`config.mk`:
```
export PLATFORM = sky130hd
export DESIGN_NAME = bus_arbiter
export DESIGN_NICKNAME = d
export VERILOG_FILES = /design/src/rtl/bus_arbiter_pkg.sv /design/src/rtl/bus_arbiter_rr_pick.sv /design/src/rtl/bus_arbiter.sv
export SDC_FILE = /design/constraint.sdc
export NUM_CORES = 1
export LEC_CHECK = 0
export ABC_AREA = 1
export CAP_MARGIN = 15
export CELL_PAD_IN_SITES_DETAIL_PLACEMENT = 0
export CELL_PAD_IN_SITES_GLOBAL_PLACEMENT = 2
export CORE_UTILIZATION = 22
export DETAILED_ROUTE_END_ITERATION = 16
export GPL_TIMING_DRIVEN = 0
export PLACE_DENSITY = 0.88
export SYNTH_ARGS = -nofsm -noshare
export SYNTH_HDL_FRONTEND = slang
export SYNTH_HIERARCHICAL = 1
export SYNTH_SLANG_ARGS = --single-unit
```
`constraint.sdc`:
```
create_clock -name i_clk -period 1.7 [get_ports i_clk]
set_input_delay 0.425 -clock i_clk [delete_from_list [all_inputs] [get_ports i_clk]]
set_output_delay 0.425 -clock i_clk [all_outputs]
set_load 0.02 [all_outputs]
```
`src/rtl/bus_arbiter_pkg.sv`:
```
// Shared constants for the two-requester bus arbiter: FSM encoding,
// requester indices and the default read data returned on a watchdog expiry.
package bus_arbiter_pkg;

  typedef enum logic [1:0] {
    ARB_IDLE   = 2'd0,
    ARB_ACCESS = 2'd1,
    ARB_DONE   = 2'd2
  } arb_state_e;

  localparam logic ARB_M0 = 1'b0;
  localparam logic ARB_M1 = 1'b1;

  localparam logic [31:0] ARB_ERR_DATA = 32'hFFFF_FFFF;

endpackage

```
`src/rtl/bus_arbiter_rr_pick.sv`:
```
// Combinational grant selection for two requesters: a single request wins
// outright; a tie goes to m0 (fixed priority) or to whoever was not last granted.
module arb_rr_pick
  import bus_arbiter_pkg::*;
#(
  parameter int unsigned PRIO_FIXED = 0
) (
  input  logic [1:0] req,
  input  logic       last_grant,
  output logic       valid,
  output logic       idx
);

  always_comb begin
    valid = |req;
    idx   = ARB_M0;
    unique case (req)
      2'b10:   idx = ARB_M1;
      2'b11:   idx = (PRIO_FIXED != 0) ? ARB_M0 : ~last_grant;
      default: idx = ARB_M0;
    endcase
  end

endmodule

```
`src/rtl/bus_arbiter.sv`:
```
// Shares one req/ack memory port between two 4-phase level-handshake requesters,
// with round-robin or fixed-priority selection and an ack-timeout watchdog.
//
//   state      | meaning
//   ARB_IDLE   | no transaction; sample requests and grant
//   ARB_ACCESS | o_mem_req held high, waiting for ack or watchdog expiry
//   ARB_DONE   | owner's ready high until the owner drops its request
module bus_arbiter
  import bus_arbiter_pkg::*;
#(
  parameter int unsigned       ADDR_W     = 32,
  parameter int unsigned       DATA_W     = 32,
  parameter int unsigned       PRIO_FIXED = 0,
  parameter int unsigned       TIMEOUT    = 255,
  parameter logic [DATA_W-1:0] ERR_DATA   = DATA_W'(ARB_ERR_DATA)
) (
  input  logic              i_clk,
  input  logic              i_rst_n,
  input  logic              i_m0_req,
  input  logic              i_m0_we,
  input  logic [ADDR_W-1:0] i_m0_addr,
  input  logic [DATA_W-1:0] i_m0_wdata,
  output logic [DATA_W-1:0] o_m0_rdata,
  output logic              o_m0_ready,
  input  logic              i_m1_req,
  input  logic              i_m1_we,
  input  logic [ADDR_W-1:0] i_m1_addr,
  input  logic [DATA_W-1:0] i_m1_wdata,
  output logic [DATA_W-1:0] o_m1_rdata,
  output logic              o_m1_ready,
  output logic              o_mem_req,
  output logic              o_mem_we,
  output logic [ADDR_W-1:0] o_mem_addr,
  output logic [DATA_W-1:0] o_mem_wdata,
  input  logic [DATA_W-1:0] i_mem_rdata,
  input  logic              i_mem_ack,
  output logic              o_owner,
  output logic              o_busy,
  output logic              o_timeout
);

  localparam int unsigned CNT_W = (TIMEOUT > 0) ? $clog2(TIMEOUT + 1) : 1;

  arb_state_e        state, state_next;
  logic              last_grant, grant_valid, grant_idx;
  logic              owner_req, aborted;
  logic              ack_hit, expire, finish;
  logic              sel_we;
  logic [ADDR_W-1:0] sel_addr;
  logic [DATA_W-1:0] sel_wdata, rd_val;
  logic [CNT_W-1:0]  wd_cnt;

  arb_rr_pick #(.PRIO_FIXED(PRIO_FIXED)) u_pick (
    .req        ({i_m1_req, i_m0_req}),
    .last_grant (last_grant),
    .valid      (grant_valid),
    .idx        (grant_idx)
  );

  always_comb begin
    owner_req = (o_owner == ARB_M1) ? i_m1_req : i_m0_req;
    sel_we    = (grant_idx == ARB_M1) ? i_m1_we : i_m0_we;
    sel_addr  = (grant_idx == ARB_M1) ? i_m1_addr : i_m0_addr;
    sel_wdata = (grant_idx == ARB_M1) ? i_m1_wdata : i_m0_wdata;
    ack_hit   = (state == ARB_ACCESS) && i_mem_ack;
    // Watchdog is a down-counter loaded with TIMEOUT; terminal count 1 means
    // this edge is the TIMEOUT-th one without an ack. Ack on that edge wins.
    expire    = (state == ARB_ACCESS) && !i_mem_ack && (TIMEOUT != 0) &&
                (wd_cnt == CNT_W'(1));
    finish    = ack_hit || expire;
    rd_val    = ack_hit ? i_mem_rdata : ERR_DATA;
  end

  always_ff @(posedge i_clk or negedge i_rst_n) begin
    if (!i_rst_n) state <= ARB_IDLE;
    else          state <= state_next;
  end

  always_comb begin
    state_next = state;
    unique case (state)
      ARB_IDLE:   if (grant_valid) state_next = ARB_ACCESS;
      ARB_ACCESS: if (finish) state_next = (aborted || !owner_req) ? ARB_IDLE : ARB_DONE;
      ARB_DONE:   if (!owner_req) state_next = ARB_IDLE;
      default:    state_next = ARB_IDLE;
    endcase
  end

  always_comb begin
    o_busy     = (state != ARB_IDLE);
    o_m0_ready = (state == ARB_DONE) && (o_owner == ARB_M0);
    o_m1_ready = (state == ARB_DONE) && (o_owner == ARB_M1);
  end

  always_ff @(posedge i_clk or negedge i_rst_n) begin
    if (!i_rst_n) begin
      o_mem_req   <= 1'b0;
      o_mem_we    <= 1'b0;
      o_mem_addr  <= '0;
      o_mem_wdata <= '0;
      o_m0_rdata  <= '0;
      o_m1_rdata  <= '0;
      o_owner     <= ARB_M0;
      o_timeout   <= 1'b0;
      last_grant  <= ARB_M1;
      aborted     <= 1'b0;
      wd_cnt      <= '0;
    end else begin
      o_timeout <= expire;
      if (state == ARB_IDLE && grant_valid) begin
        o_mem_req   <= 1'b1;
        o_mem_we    <= sel_we;
        o_mem_addr  <= sel_addr;
        o_mem_wdata <= sel_wdata;
        o_owner     <= grant_idx;
        last_grant  <= grant_idx;
        aborted     <= 1'b0;
        wd_cnt      <= CNT_W'(TIMEOUT);
      end
      if (state == ARB_ACCESS) begin
        if (!owner_req) aborted <= 1'b1;
        if (finish) begin
          o_mem_req <= 1'b0;
          if (!o_mem_we) begin
            if (o_owner == ARB_M1) o_m1_rdata <= rd_val;
            else                   o_m0_rdata <= rd_val;
          end
        end else if (TIMEOUT != 0) begin
          wd_cnt <= wd_cnt - CNT_W'(1);
        end
      end
    end
  end

endmodule
```
==> impl_results.md <==
* Switching power total at 8830 µW
* PnR worst setup slack at 0.0187 ns
* Leak Pwr at 0.00574 µW
* Crit Path Max Fanout at 8
* Most frequent cells in the layout: 293 x nand2_1, 163 x clkdlybuf4s50_1, 141 x dfrtp_1, 132 x dlygate4sd2_1, 130 x o21ai_0
* Fillers at 3149
* # nets final at 1396
* Max cap viols at 0
* Die height at about 180 µm
* Drt wl/cell at 15.6 µm
* Worst hold path type: input port to asynchronous set/reset pin
* Clock share of power at 0.195
* PwrDens at between 1500 and 2000 nW/µm²
* Hold Vio Cnt, Final at 0
* Most common cell after layout, fill and taps aside: nand2_1
* Synth Instances at slightly below 900
* CTS Buffer Depth at 2
* Count of cell types in the netlist at 24
* Net Count, Synth at 1053
* RSZ-0062 raised after global routing: true
* Vias in the first global route at 7083
* Area Overhead vs Synth at 70.1%
* Global-route wire length before repair at ~40000 µm
* Required @ worst endpoint at 2.06 ns
* Gpl congestion at approximately 0.8
* Period utilization at 0.989
* Critical Path Start Type: register
* Via density at between 4 and 5
* Rows at between 60 and 70
* Clock Skew at ~0.015 ns
* Crit path DAT at between 2 and 2.5 ns
* Die Width at 177 µm
* Initial core utilization at 0.225
* Outcome: completed
* Floorplan core area at 30000 µm²
* Fmax at 0.595 GHz
* DRC at 0
* Top-area cell type share of the netlist area at 0.530
* Register area share after synthesis at 0.534
* Slew margin rel. at 0.530
* Count of final max-slew check failures at 0
* Area contributors post-synth: dfrtp_1 53%, nand2_1 18%, o21ai_0 9.9%, inv_1 6.6%, nand3_1 5.7%
* Syn_area_per_cell at 7.64 µm²
* Worst-skew pair later-pin latency at about 0.42 ns
* Mapped Area at approximately 6800 µm²
* VDD IR max at 0.642 mV
* Sequential power share at 0.306
* Endpoint class of the critical path: register
* Final setup viols at 0
* Largest net degree at the start of global routing at 77
* I/O pin cnt at 302
* Pre-CTS setup slack at -1.51 ns
* CTS buffer count at 17
* Final wirelength at 25400 µm
* Share of cells above drive strength 1 at 0.147
* Die ar. at approximately 31000 µm²
* Worst Tran Pin Value at 0.705 ns
* TritonCTS clock tree: done
* CTS Sinks at roughly 140
* Synth warn at 6
* Setup Crit Path Kind: register to register
* Port buffer count at 301
* Htree depth at 4
* Leading area contributor after synthesis: dfrtp_1
* Min cycle time layout at between 1.5 and 2 ns
* Internal Power at 11300 µW
* DR vias at ~6900
* Root Buffer: clkbuf_16
* Final ANT Viol Nets at 0
* Sw Ratio at 0.439
* 1st-iter DRT viols at 333
* Setup TNS at 0 ns
* Global route total overflow at 0
* CTS clk-pin slew, worst paths at ~0.07 ns
* Total Routing Usage GR at 0.163
* Final HPWL DP at about 19000 µm
* TritonRoute pass-1 iters at 6
* Initial antenna violation count at 1
* #FFs+latches synth at 144
* # hold bufs at CTS at 0
* Gate power share at 0.499
## cell families (layout without fill, tap and decap cells)
kind of cell / Yosys count / count (layout) / share of synthesized area
compound gates: 137 / 137 / 0.102
xor+xnor: 3 / 3 / 0.00389
buf+inv: 172 / 528 / 0.102
flops: 144 / 144 / 0.534
simple gates: 426 / 426 / 0.255
other cells: 0 / 1 / 0
fa+ha+maj: 2 / 2 / 0.00370
## state kept, by name (all words and copies together) (netlist names)
name and flops:
o_m1_rdata 32, o_mem_wdata 32, o_mem_req 1, last_grant 1, state 2, o_mem_addr 32, wd_cnt 8, o_timeout 1
aborted 1, o_m0_rdata 32, o_mem_we 1, o_owner 1
## power by group through the flow
stage	Combinational (µW)	Sequential (µW)	Clock, µW
final	10000	6160	3930
after global routing	11000	6370	4200
after CTS	9460	6080	4040
after detailed placement	10200	6140	0
after global placement	10100	6130	0
after floorplan	3060	7960	0
## critical path, stage by stage, from the launching register on
cell	delay, ns
dfrtp_1	0.37
inv_2	0.08
ha_4	0.14
nand2_4	0.05
nor2_4	0.10
nand2_2	0.08
a21oi_4	0.23
buf_8	0.20
buf_6	0.12
buf_8	0.12
nand3_2	0.06
nand2_1	0.07
## synth_stat cells (all sizes together)
master / number
a21oi: 2
buf: 25
clkbuf: 26
dfrtp: 143
dfstp: 1
ha: 2
inv: 121
nand2: 326
nand3: 77
nand3b: 2
nand4: 1
nor2: 17
nor3: 1
nor4: 1
o21ai: 135
or2: 1
xnor2: 1
xor2: 2
## repair_timing
action,4_1_cts,5_1_grt
gates cloned,1,4
pin swaps,18,11
buffers inserted,14,4
resized for setup,226,145
endpoints found under the setup margin,276,142
## final timing paths
path                                            start                     endpoint  cells past startpoint  slack, ns
max                               wd_cnt[1]$_DFF_PN0_    o_m1_rdata[2]$_DFFE_PN0P_                     11       0.02
min                                           i_rst_n   o_m1_rdata[30]$_DFFE_PN0P_                      1       0.01
max reg2reg                       wd_cnt[1]$_DFF_PN0_    o_m1_rdata[2]$_DFFE_PN0P_                     11       0.02
min reg2reg                o_m1_rdata[10]$_DFFE_PN0P_   o_m1_rdata[10]$_DFFE_PN0P_                      2       0.47
max in group asynchronous                     i_rst_n  o_mem_wdata[31]$_DFFE_PN0P_                      2       0.84
min in group i_clk         o_m1_rdata[10]$_DFFE_PN0P_   o_m1_rdata[10]$_DFFE_PN0P_                      2       0.47
## layer usage
metal | global-route usage | vias to the layer above | share of wire
met3 | 0.0550 | 12 | 0.090
met2 | 0.267 | 271 | 0.47
met5 | 0 | - | 0
met4 | 0.0456 | 0 | 0.0086
li1 | - | 3435 | -
met1 | 0.203 | 3170 | 0.43
## metrics by stage
stage | area [µm²] | power [µW] | util | instances | hold WS, ns
after floorplan | 6750 | 11000 | - | 884 | 0.129
after global placement | 10300 | 16200 | 0.342 | 1575 | 0.452
final | 11500 | 20100 | 0.384 | 1631 | 0.0133
after global routing | 11500 | 21600 | 0.384 | 1630 | 0.0602
after CTS | 11000 | 19600 | 0.369 | 1622 | 0.0286
after detailed placement | 10300 | 16300 | 0.343 | 1576 | 0.457
## layout make-up
type	instances	area, µm²	area share
tap	390	488	0.0425
sequential	144	3610	0.314
clock buffer	19	453	0.0394
inverter	121	454	0.0395
timing repair buffer	325	3140	0.274
antenna	1	2.50	0.000218
clock inverter	13	151	0.0132
buffer	50	453	0.0394
multi-input combinational	568	2740	0.238
Power figures use the tool's default switching activity.
==> variant (config.mk and constraints unchanged) <==
Remove the register `o_timeout`: a continuous assignment takes its place, so the output `o_timeout` follows one clock earlier.
--- a/src/rtl/bus_arbiter.sv
+++ b/src/rtl/bus_arbiter.sv
@@ -101,12 +101,10 @@
       o_m0_rdata  <= '0;
       o_m1_rdata  <= '0;
       o_owner     <= ARB_M0;
-      o_timeout   <= 1'b0;
       last_grant  <= ARB_M1;
       aborted     <= 1'b0;
       wd_cnt      <= '0;
     end else begin
-      o_timeout <= expire;
       if (state == ARB_IDLE && grant_valid) begin
         o_mem_req   <= 1'b1;
         o_mem_we    <= sel_we;
@@ -132,4 +130,6 @@
     end
   end
 
+  assign o_timeout = expire;
+
 endmodule
Check against the original RTL: no difference found for any inputs over 4 cycles, from zero or initial values and one cycle with i_rst_n low; that may be too few to reach the edited logic, so the function may still have changed.
==> variant against the original RTL <==
The run now ends with setup timing left; sequential cell count decreased by 1; area after synthesis shrank 0.37%; count of clock-buffer cells in the layout did not move; cell area decreased by 0.42%; first-iteration DRC count is 2.1% lower; total power fell by 0.44%; setup slack worse by 0.29 ns; wire length shrank 0.63%.
==> variant: results (changes against the original RTL) <==
Status
  – Status: finished with violations (was finished clean)
  – Failing checks: setup timing

GRT
  – Vias in the first global route: 6,877 (was 7,083)
  – GRT Overall Usage: 16.0% (was 16.3%)
  – GR Util met2: 26.1% (was 26.7%)
  – M3 GR Usage: 5.28% (was 5.50%)
  – Initial antenna violation count: 2 (was 1)

Clock tree
  – Cts hold-fix bufs: 1 (was 0)
  – Post-cts sizing count: 199 (was 226)
  – CTS Sinks: 143 (was 144)
  – Setup Buffers After CTS: 8 (was 14)

Routing
  – Top Metal Used: met5 (was met4)
  – Routed wl met3: 2.13 mm (was 2.29 mm)
  – DRT Pass-1 Iters: 4 (was 6)

Setup path
  – RR Startpoint: wd_cnt[2]$_DFF_PN0_ (was wd_cnt[1]$_DFF_PN0_)
  – Worst path top cell family by delay: flip-flops (was buffers and inverters)
  – Reg2reg setup slack: -0.10 ns (was 0.02 ns)
  – Setup crit end: o_timeout (was o_m1_rdata[2]$_DFFE_PN0P_)
  – Critical Path AT: 1.55 ns (was 2.04 ns)

Power
  – Leakage power: 5.78 nW (was 5.74 nW)
  – Worst vdd ir: 589 uV (was 642 uV)
  – Combinational share of power: 49.5% (was 49.9%)
  – Power per cell area: 1750 mW/mm^2 (about the same)
  – Cell Int Power: 11.4 mW (was 11.3 mW)

Placed design
  – Gpl congestion: 0.781 (was 0.783)

Logic synthesis
  – Register area share after synthesis: 53.2% (was 53.4%)
  – Synth top area cells: dfrtp_1 (53%), nand2_1 (18%), o21ai_0 (10%) (was dfrtp_1 (53%), nand2_1 (18%), o21ai_0 (9.9%))

Finish
  – Fin nets: 1,401 (was 1,396)
  – Buffers, non-clock: 381 (was 375)
  – Register area: 0.00358 sq mm (was 0.00361 sq mm)
  – Layout cell share with drive strength beyond 1: 11.7% (was 14.7%)
  – Clock-cell share: 5.42% (was 5.26%)

STA
  – Skew final: 0.0138 ns (was 0.0147 ns)
  – Final Setup Violations: 63 (was 0)
  – Max transition margin: 57.3% (was 53.0%)
  – Final Worst Setup Slack: -0.273 ns (was 0.0187 ns)
variant: stage by stage:
| stage | setup WS (ns) | instances | total power, mW | setup TNS, ns |
|---|---|---|---|---|
| 3_5_place_dp | -1.43 | 1575 | 16.3 | -122.23 |
| 6_report | -0.273 | 1636 | 20.0 | -4.63 |
| 2_1_floorplan | 0.0906 | 883 | 11.0 | 0 |
| 3_3_place_gp | -6.14 | 1574 | 16.2 | -991.89 |
| 5_1_grt | -0.379 | 1635 | 21.5 | -11.04 |
| 4_1_cts | -0.341 | 1616 | 19.5 | -11.37 |
variant: logic make-up (layout without fill, tap and decap cells):
family / Yosys count / count (layout) / share of synthesized area, %
AND/OR/NAND/NOR: 426 / 426 / 25.5
adder cells (fa/ha/maj): 2 / 2 / 0.372
AO/OA/AOI/OAI: 137 / 137 / 10.2
buffers and inverters: 172 / 534 / 10.2
flip-flops: 143 / 143 / 53.2
other: 0 / 1 / 0
XOR/XNOR: 3 / 3 / 0.391
